--- src/rtl/corr_gate_fifo.sv ---
// Correspondence gate: indexes the frame-0 pixel stream, dispatches depth-valid pixels to a
// fixed-latency projection engine, gates the results and buffers them in a credit-throttled FWFT FIFO.
module corr_gate_fifo #(
  parameter int unsigned H_BW       = 10,
  parameter int unsigned V_BW       = 9,
  parameter int unsigned DEPTH_BW   = 16,
  parameter int unsigned CLOUD_BW   = 32,
  parameter int unsigned PE_LAT     = 11,
  parameter int unsigned FIFO_DEPTH = 16,
  parameter int unsigned CNT_BW     = 20
) (
  input  logic                i_clk,
  input  logic                i_rst_n,
  input  logic                i_frame_start,
  input  logic                i_frame_end,
  input  logic                i_valid,
  output logic                o_ready,
  input  logic [DEPTH_BW-1:0] i_depth0,
  input  logic [H_BW-1:0]     r_hsize,
  input  logic [V_BW-1:0]     r_vsize,
  input  logic [DEPTH_BW-1:0] r_min_depth,
  input  logic [DEPTH_BW-1:0] r_max_depth,
  input  logic [V_BW-1:0]     r_max_diff_line,
  output logic                o_pe_valid,
  output logic [H_BW-1:0]     o_pe_idx_x,
  output logic [V_BW-1:0]     o_pe_idx_y,
  output logic [DEPTH_BW-1:0] o_pe_depth,
  input  logic                i_pe_valid,
  input  logic [H_BW-1:0]     i_pe_x,
  input  logic [V_BW-1:0]     i_pe_y,
  input  logic [CLOUD_BW-1:0] i_pe_z,
  output logic                o_valid,
  input  logic                i_ready,
  output logic [H_BW-1:0]     o_idx0_x,
  output logic [V_BW-1:0]     o_idx0_y,
  output logic [H_BW-1:0]     o_idx1_x,
  output logic [V_BW-1:0]     o_idx1_y,
  output logic [DEPTH_BW-1:0] o_depth0,
  output logic [CLOUD_BW-1:0] o_trans_z1,
  output logic                o_frame_done,
  output logic [CNT_BW-1:0]   o_corr_cnt,
  output logic                o_err_sync
);

  localparam int unsigned AW = $clog2(FIFO_DEPTH);
  localparam int unsigned CW = AW + 2;

  typedef struct packed {
    logic                v;
    logic [H_BW-1:0]     x;
    logic [V_BW-1:0]     y;
    logic [DEPTH_BW-1:0] d;
    logic                fe;
  } tag_t;

  typedef struct packed {
    logic [H_BW-1:0]     x0;
    logic [V_BW-1:0]     y0;
    logic [H_BW-1:0]     x1;
    logic [V_BW-1:0]     y1;
    logic [DEPTH_BW-1:0] d;
    logic [CLOUD_BW-1:0] z;
  } ent_t;

  logic [H_BW-1:0]   nx_x;
  logic [V_BW-1:0]   nx_y;
  logic [H_BW-1:0]   pix_x;
  logic [V_BW-1:0]   pix_y;
  logic              accept;
  logic              depth_ok;
  logic              dispatch;
  tag_t              disp_q;
  tag_t              tag_sr [PE_LAT];
  tag_t              tag_out;
  logic [V_BW-1:0]   dy;
  logic              push;
  logic              pop;
  ent_t              mem [FIFO_DEPTH];
  logic [AW-1:0]     wptr;
  logic [AW-1:0]     rptr;
  logic [AW:0]       fifo_cnt;
  logic [AW:0]       inflight;
  logic [CNT_BW-1:0] frame_cnt;
  logic [CNT_BW-1:0] cnt_next;
  ent_t              head;

  assign accept   = i_valid && o_ready;
  assign pix_x    = i_frame_start ? '0 : nx_x;
  assign pix_y    = i_frame_start ? '0 : nx_y;
  assign depth_ok = (i_depth0 > r_min_depth) && (i_depth0 < r_max_depth);
  assign dispatch = accept && depth_ok;

  assign o_pe_valid = disp_q.v;
  assign o_pe_idx_x = disp_q.x;
  assign o_pe_idx_y = disp_q.y;
  assign o_pe_depth = disp_q.d;

  assign tag_out = tag_sr[PE_LAT-1];
  assign dy      = (i_pe_y >= tag_out.y) ? (i_pe_y - tag_out.y) : (tag_out.y - i_pe_y);
  assign push    = tag_out.v && (i_pe_x < r_hsize) && (i_pe_y < r_vsize) && (dy <= r_max_diff_line);

  assign o_valid = (fifo_cnt != '0);
  assign pop     = o_valid && i_ready;
  assign head    = mem[rptr];
  assign o_idx0_x   = head.x0;
  assign o_idx0_y   = head.y0;
  assign o_idx1_x   = head.x1;
  assign o_idx1_y   = head.y1;
  assign o_depth0   = head.d;
  assign o_trans_z1 = head.z;

  // Credits cover every valid pixel between dispatch and FIFO entry, so a full FIFO can never overflow.
  assign o_ready  = ({1'b0, fifo_cnt} + {1'b0, inflight}) < CW'(FIFO_DEPTH);
  assign cnt_next = (push && (frame_cnt != '1)) ? frame_cnt + CNT_BW'(1) : frame_cnt;

  always_ff @(posedge i_clk or negedge i_rst_n) begin
    if (!i_rst_n) begin
      nx_x   <= '0;
      nx_y   <= '0;
      disp_q <= '0;
      for (int unsigned i = 0; i < PE_LAT; i++) tag_sr[i] <= '0;
    end else begin
      disp_q <= '0;
      if (accept) begin
        disp_q.v  <= depth_ok;
        disp_q.x  <= pix_x;
        disp_q.y  <= pix_y;
        disp_q.d  <= i_depth0;
        disp_q.fe <= i_frame_end;
        if (pix_x == r_hsize - H_BW'(1)) begin
          nx_x <= '0;
          nx_y <= (pix_y == r_vsize - V_BW'(1)) ? '0 : pix_y + V_BW'(1);
        end else begin
          nx_x <= pix_x + H_BW'(1);
          nx_y <= pix_y;
        end
      end
      tag_sr[0] <= disp_q;
      for (int unsigned i = 1; i < PE_LAT; i++) tag_sr[i] <= tag_sr[i-1];
    end
  end

  always_ff @(posedge i_clk or negedge i_rst_n) begin
    if (!i_rst_n) begin
      for (int unsigned i = 0; i < FIFO_DEPTH; i++) mem[i] <= '0;
      wptr     <= '0;
      rptr     <= '0;
      fifo_cnt <= '0;
      inflight <= '0;
    end else begin
      if (push) begin
        mem[wptr] <= '{x0: tag_out.x, y0: tag_out.y, x1: i_pe_x, y1: i_pe_y, d: tag_out.d, z: i_pe_z};
        wptr      <= wptr + AW'(1);
      end
      if (pop) rptr <= rptr + AW'(1);
      case ({push, pop})
        2'b10:   fifo_cnt <= fifo_cnt + (AW+1)'(1);
        2'b01:   fifo_cnt <= fifo_cnt - (AW+1)'(1);
        default: fifo_cnt <= fifo_cnt;
      endcase
      case ({dispatch, tag_out.v})
        2'b10:   inflight <= inflight + (AW+1)'(1);
        2'b01:   inflight <= inflight - (AW+1)'(1);
        default: inflight <= inflight;
      endcase
    end
  end

  always_ff @(posedge i_clk or negedge i_rst_n) begin
    if (!i_rst_n) begin
      frame_cnt    <= '0;
      o_corr_cnt   <= '0;
      o_frame_done <= 1'b0;
      o_err_sync   <= 1'b0;
    end else begin
      o_frame_done <= 1'b0;
      if (tag_out.fe) begin
        o_corr_cnt   <= cnt_next;
        frame_cnt    <= '0;
        o_frame_done <= 1'b1;
      end else begin
        frame_cnt <= cnt_next;
      end
      if (i_pe_valid != tag_out.v) o_err_sync <= 1'b1;
    end
  end

endmodule

--- config.mk ---
export PLATFORM = sky130hd
export DESIGN_NAME = corr_gate_fifo
export DESIGN_NICKNAME = d
export VERILOG_FILES = /design/src/rtl/corr_gate_fifo.sv
export SDC_FILE = /design/constraint.sdc
export NUM_CORES = 2
export LEC_CHECK = 0
export BUFFER_PORTS_ARGS = -buffer_cell sky130_fd_sc_hd__buf_2
export CAP_MARGIN = 40
export CELL_PAD_IN_SITES_DETAIL_PLACEMENT = 1
export CELL_PAD_IN_SITES_GLOBAL_PLACEMENT = 1
export CORE_UTILIZATION = 50
export DETAILED_ROUTE_END_ITERATION = 10
export PLACE_DENSITY = 0.84
export SLEW_MARGIN = 0
export SYNTH_ARGS = -nofsm -noshare
export SYNTH_HDL_FRONTEND = slang
export SYNTH_SLANG_ARGS = --single-unit
--- constraint.sdc ---
create_clock -name i_clk -period 7.93 [get_ports i_clk]
set_clock_uncertainty 0.2 [all_clocks]
set_input_delay 0.3965 -clock i_clk [delete_from_list [all_inputs] [get_ports i_clk]]
set_output_delay 0.3965 -clock i_clk [all_outputs]
set_load 0.05 [all_outputs]
==> metrics list <==
- Max transition margin: 28.4%
- Clk_lat worst skew: 0.84 ns
- Number of levels the H-tree was split into: 4
- Clk slew on worst S/H paths: 0.06 ns
* Total Die Area: 161000 um2
* Overall overflow remaining after global route: 0
* Placer's final routability congestion estimate: 0.835
- The via count of the first global-routing pass came to 51300.
- The tightest min-delay check is of the in2reg type.
* Min Tclk post-route: 7.10 ns
* Number of antenna violations at the first check in global routing: 12
* Number of vias per cell after detailed routing: 6.05
- Routed WL per cell: 29.0 um
- Final count of negative-setup-slack endpoints: 0
- The library cells used most frequently in the layout, excluding fill and tap cells, are dfrtp_1 (1894), mux2_2 (1365), mux4_2 (430).
- Summing over every cut layer, the via total after detailed routing is 44500.
- Setup repair after global routing left no endpoint under its margin.
* GRT Overall Usage: 27.3%
- The floorplan step set the die width to 402 um.
- The initialized floorplan defines 146 standard-cell rows.
- Period utilisation layout: 89.6%
* Post-synthesis sequential element count: 1899
* Final antenna-violating net count: 0
- Critical path data required time: 8.42 ns
* Final-layout setup total negative slack: 0 ns
- Synthesis produced a netlist with a net count of 5109.
- Leakage power: 44.5 nW
- Buffer levels on the longest clock path: 3
- Sequential elements use 59.5% of the synthesized area.
* Wire length of the first global-routing pass: 333 mm
* CTS Buf Count: 193
- The final number of hold-violating endpoints came to 0.
- Highest attainable clock frequency: 141 MHz
- For this block, the initial DRC count from the detailed router was 3221.
- The final layout contains 5354 nets.
* Number of warnings printed during yosys synthesis: 0
* Post-layout utilization of the core: 57.2%
- Walking the worst path, the cells encountered are ha_1 > nand2_1 > o21ai_0 > a31o_2 > a31o_2 > mux2i_1 > o21ai_0 > a311oi_1 > xnor2_1 > ha_1 > a21oi_1 > o21ai_0 > a2111oi_0 > nor3b_1 > nor4_4 > buf_4 > nand2_2 > nor2_4 > buf_12 > mux2_2.
- Run status: finished, final reports clean
- The worst setup path is captured at a register.
- Port Buf Inserts: 279
- Counting flops with an async set or reset pin after synthesis yields a share of 100%.
- Mean area per synthesized cell: 16.4 um2
- Compared with the post-synthesis result, the final layout area differs by 13.5%.
- Transition at the pin with the smallest max-transition slack: 1.07 ns
- Number of synthesized flops with an enable pin: 0
* Maximum number of pins on one net before global-route repair: 181
- Boundary pin count: 280
- Non-filler instance count after layout: 7353
* Category of the worst setup path launch point: register
- Die height: 402 um
- Among all flip-flop cells after synthesis, the most frequent one is dfrtp_1.
- Cell Pwr Density: 285 nW/um2
- Peak per-stage delay on the critical path: 0.68 ns
- Summing every instance area after synthesis gives 79900 um2.
- Counting every instance in the synthesized netlist gives 4875.
- Of all nets on the critical path, the largest fanout is 35.
* Total number of clock tree sinks: 1899
- Number of remaining DRC errors: 0
* Worst supply voltage drop on vdd: 0.323 mV
- The cell sitting at the root of the clock tree is a clkbuf_16.
* TritonRoute pass-1 iters: 5
* Max-slew violation total from the final report: 0
- Once the clock tree was built, the resizer swapped 0 gates to a different size.
* Clock tree from TritonCTS: done
* Placeable core area: 158000 um2
- Top cell by count, worst path: o21ai_0
- DRT Wirelength: 214 mm
* Number of max-cap violations: 0
* Number of distinct library cells after synthesis: 66
- Leaving out fill and tap cells, the most frequent cell in the layout is dfrtp_1.
* Data arrival, critical path: 7.60 ns
- DP Wirelength: 115 mm
- Count of placed standard cells including taps: 6904
- Critical path's slowest cell: dfrtp_1
* Initial core utilization: 50.4%
- Worst Setup Path Type: reg2reg
- Share of layout cells above drive strength 1: 47.3%
[per-layer routing]
layer | global-route usage, % | part of all wire, %
met4 | 9.40 | 3.4
met2 | 45.3 | 50
met5 | 0 | 0.0094
met1 | 36.3 | 41
met3 | 4.96 | 5.5
[synthesized netlist by cell type, types with 4 or more instances]
cell type / instances / area share, %
a21o_1: 24 / 0.23
a21oi_1: 54 / 0.34
a22o_1: 6 / 0.066
a31oi_1: 7 / 0.055
and2_1: 16 / 0.13
and3_1: 39 / 0.31
buf_1: 40 / 0.19
buf_2: 78 / 0.49
buf_4: 102 / 0.96
clkbuf_1: 182 / 0.86
dfrtp_1: 1899 / 60
fa_1: 4 / 0.10
ha_1: 96 / 1.5
inv_1: 96 / 0.45
mux2_1: 16 / 0.23
mux2_2: 1365 / 19
mux2i_1: 4 / 0.050
mux4_2: 430 / 12
nand2_1: 45 / 0.21
nand2_2: 4 / 0.031
nand2b_1: 13 / 0.10
nand3_1: 24 / 0.15
nand4_1: 27 / 0.21
nor2_1: 82 / 0.39
nor2b_1: 22 / 0.17
nor3_1: 13 / 0.081
nor3_2: 4 / 0.050
nor3b_1: 5 / 0.047
nor4_1: 6 / 0.047
o2111ai_1: 4 / 0.044
o211ai_1: 4 / 0.038
o21a_1: 7 / 0.066
o21ai_0: 37 / 0.23
or3_1: 5 / 0.039
xnor2_1: 35 / 0.38
xor2_1: 32 / 0.35
[final timing paths]
path	start	to	slack (ns)	depth (start not counted)
min in group asynchronous	i_rst_n	mem[1051]$_DFFE_PN0P_	0.51	3
worst max register to register	tag_out[19]$_DFF_PN0_	mem[423]$_DFFE_PN0P_	0.83	20
worst min register to register	tag_sr[164]$_DFF_PN0_	tag_sr[127]$_DFF_PN0_	0.12	0
worst min-delay path	r_max_depth[15]	o_pe_valid$_DFF_PN0_	0.05	7
worst max-delay path	tag_out[19]$_DFF_PN0_	mem[423]$_DFFE_PN0P_	0.83	20
max in group asynchronous	i_rst_n	mem[62]$_DFFE_PN0P_	4.99	5
[metrics by stage]
stage	hold slack, ns	power (mW)	setup WS (ns)	cell area (um2)
after global routing	0.0632	26.9	0.494	90700
after floorplan	-0.0991	14.9	1.93	79900
after global placement	0.132	16.3	1.29	83000
after detailed placement	0.136	16.6	1.10	83300
final	0.0534	25.9	0.825	90700
after CTS	0.00333	26.1	0.863	90700
[power by group]
part	leakage [nW]	internal (mW)	switching, mW
clock network	3.19	5.37	3.97
registers	26.3	10.7	0.810
logic	15.0	2.10	2.95
total	44.5	18.1	7.73
[cell type report]
type / instances / area, um2
clock inverters: 66 / 759
repair buffers: 452 / 3590
fillers: 14000 / 67700
flip-flops and latches: 1899 / 47500
clock buffers: 289 / 5700
diodes: 1 / 2.50
well taps: 2072 / 2590
inverters: 96 / 360
multi-input cells: 2478 / 30100
[timing repair]
item,in CTS,in global routing
buffers inserted,0,0
hold buffers,93,0
endpoints found under the hold margin,949,0
[worst max-delay path, delay by kind of cell (launching register included)]
family                   cells  cell delay (ns)
adder cells (fa/ha/maj)      2             0.90
multiplexers                 2             0.62
AO/OA/AOI/OAI                8             2.34
buffers and inverters        2             0.66
flip-flops                   1             0.68
XOR/XNOR                     1             0.22
AND/OR/NAND/NOR              5             1.29
[sequential cells by signal, summed over array words and instances, names as in the netlist, 9 cells and up]
signal and cells:
o_pe_depth 16, o_pe_idx_x 10, o_pe_idx_y 9, frame_cnt 20
tag_out 37, nx_y 9, tag_sr 370, nx_x 10
o_corr_cnt 20, mem 1376
[cell families after synthesis]
logic type               Yosys count  share of synthesized area, %
AO/OA/AOI/OAI                    173                          1.38
XOR/XNOR                          67                         0.735
adder cells (fa/ha/maj)          100                          1.60
buffers and inverters            498                          2.94
flip-flops                      1899                          59.5
multiplexers                    1815                          31.6
AND/OR/NAND/NOR                  323                          2.19
Note: power is estimated with default switching activity, not from simulation.
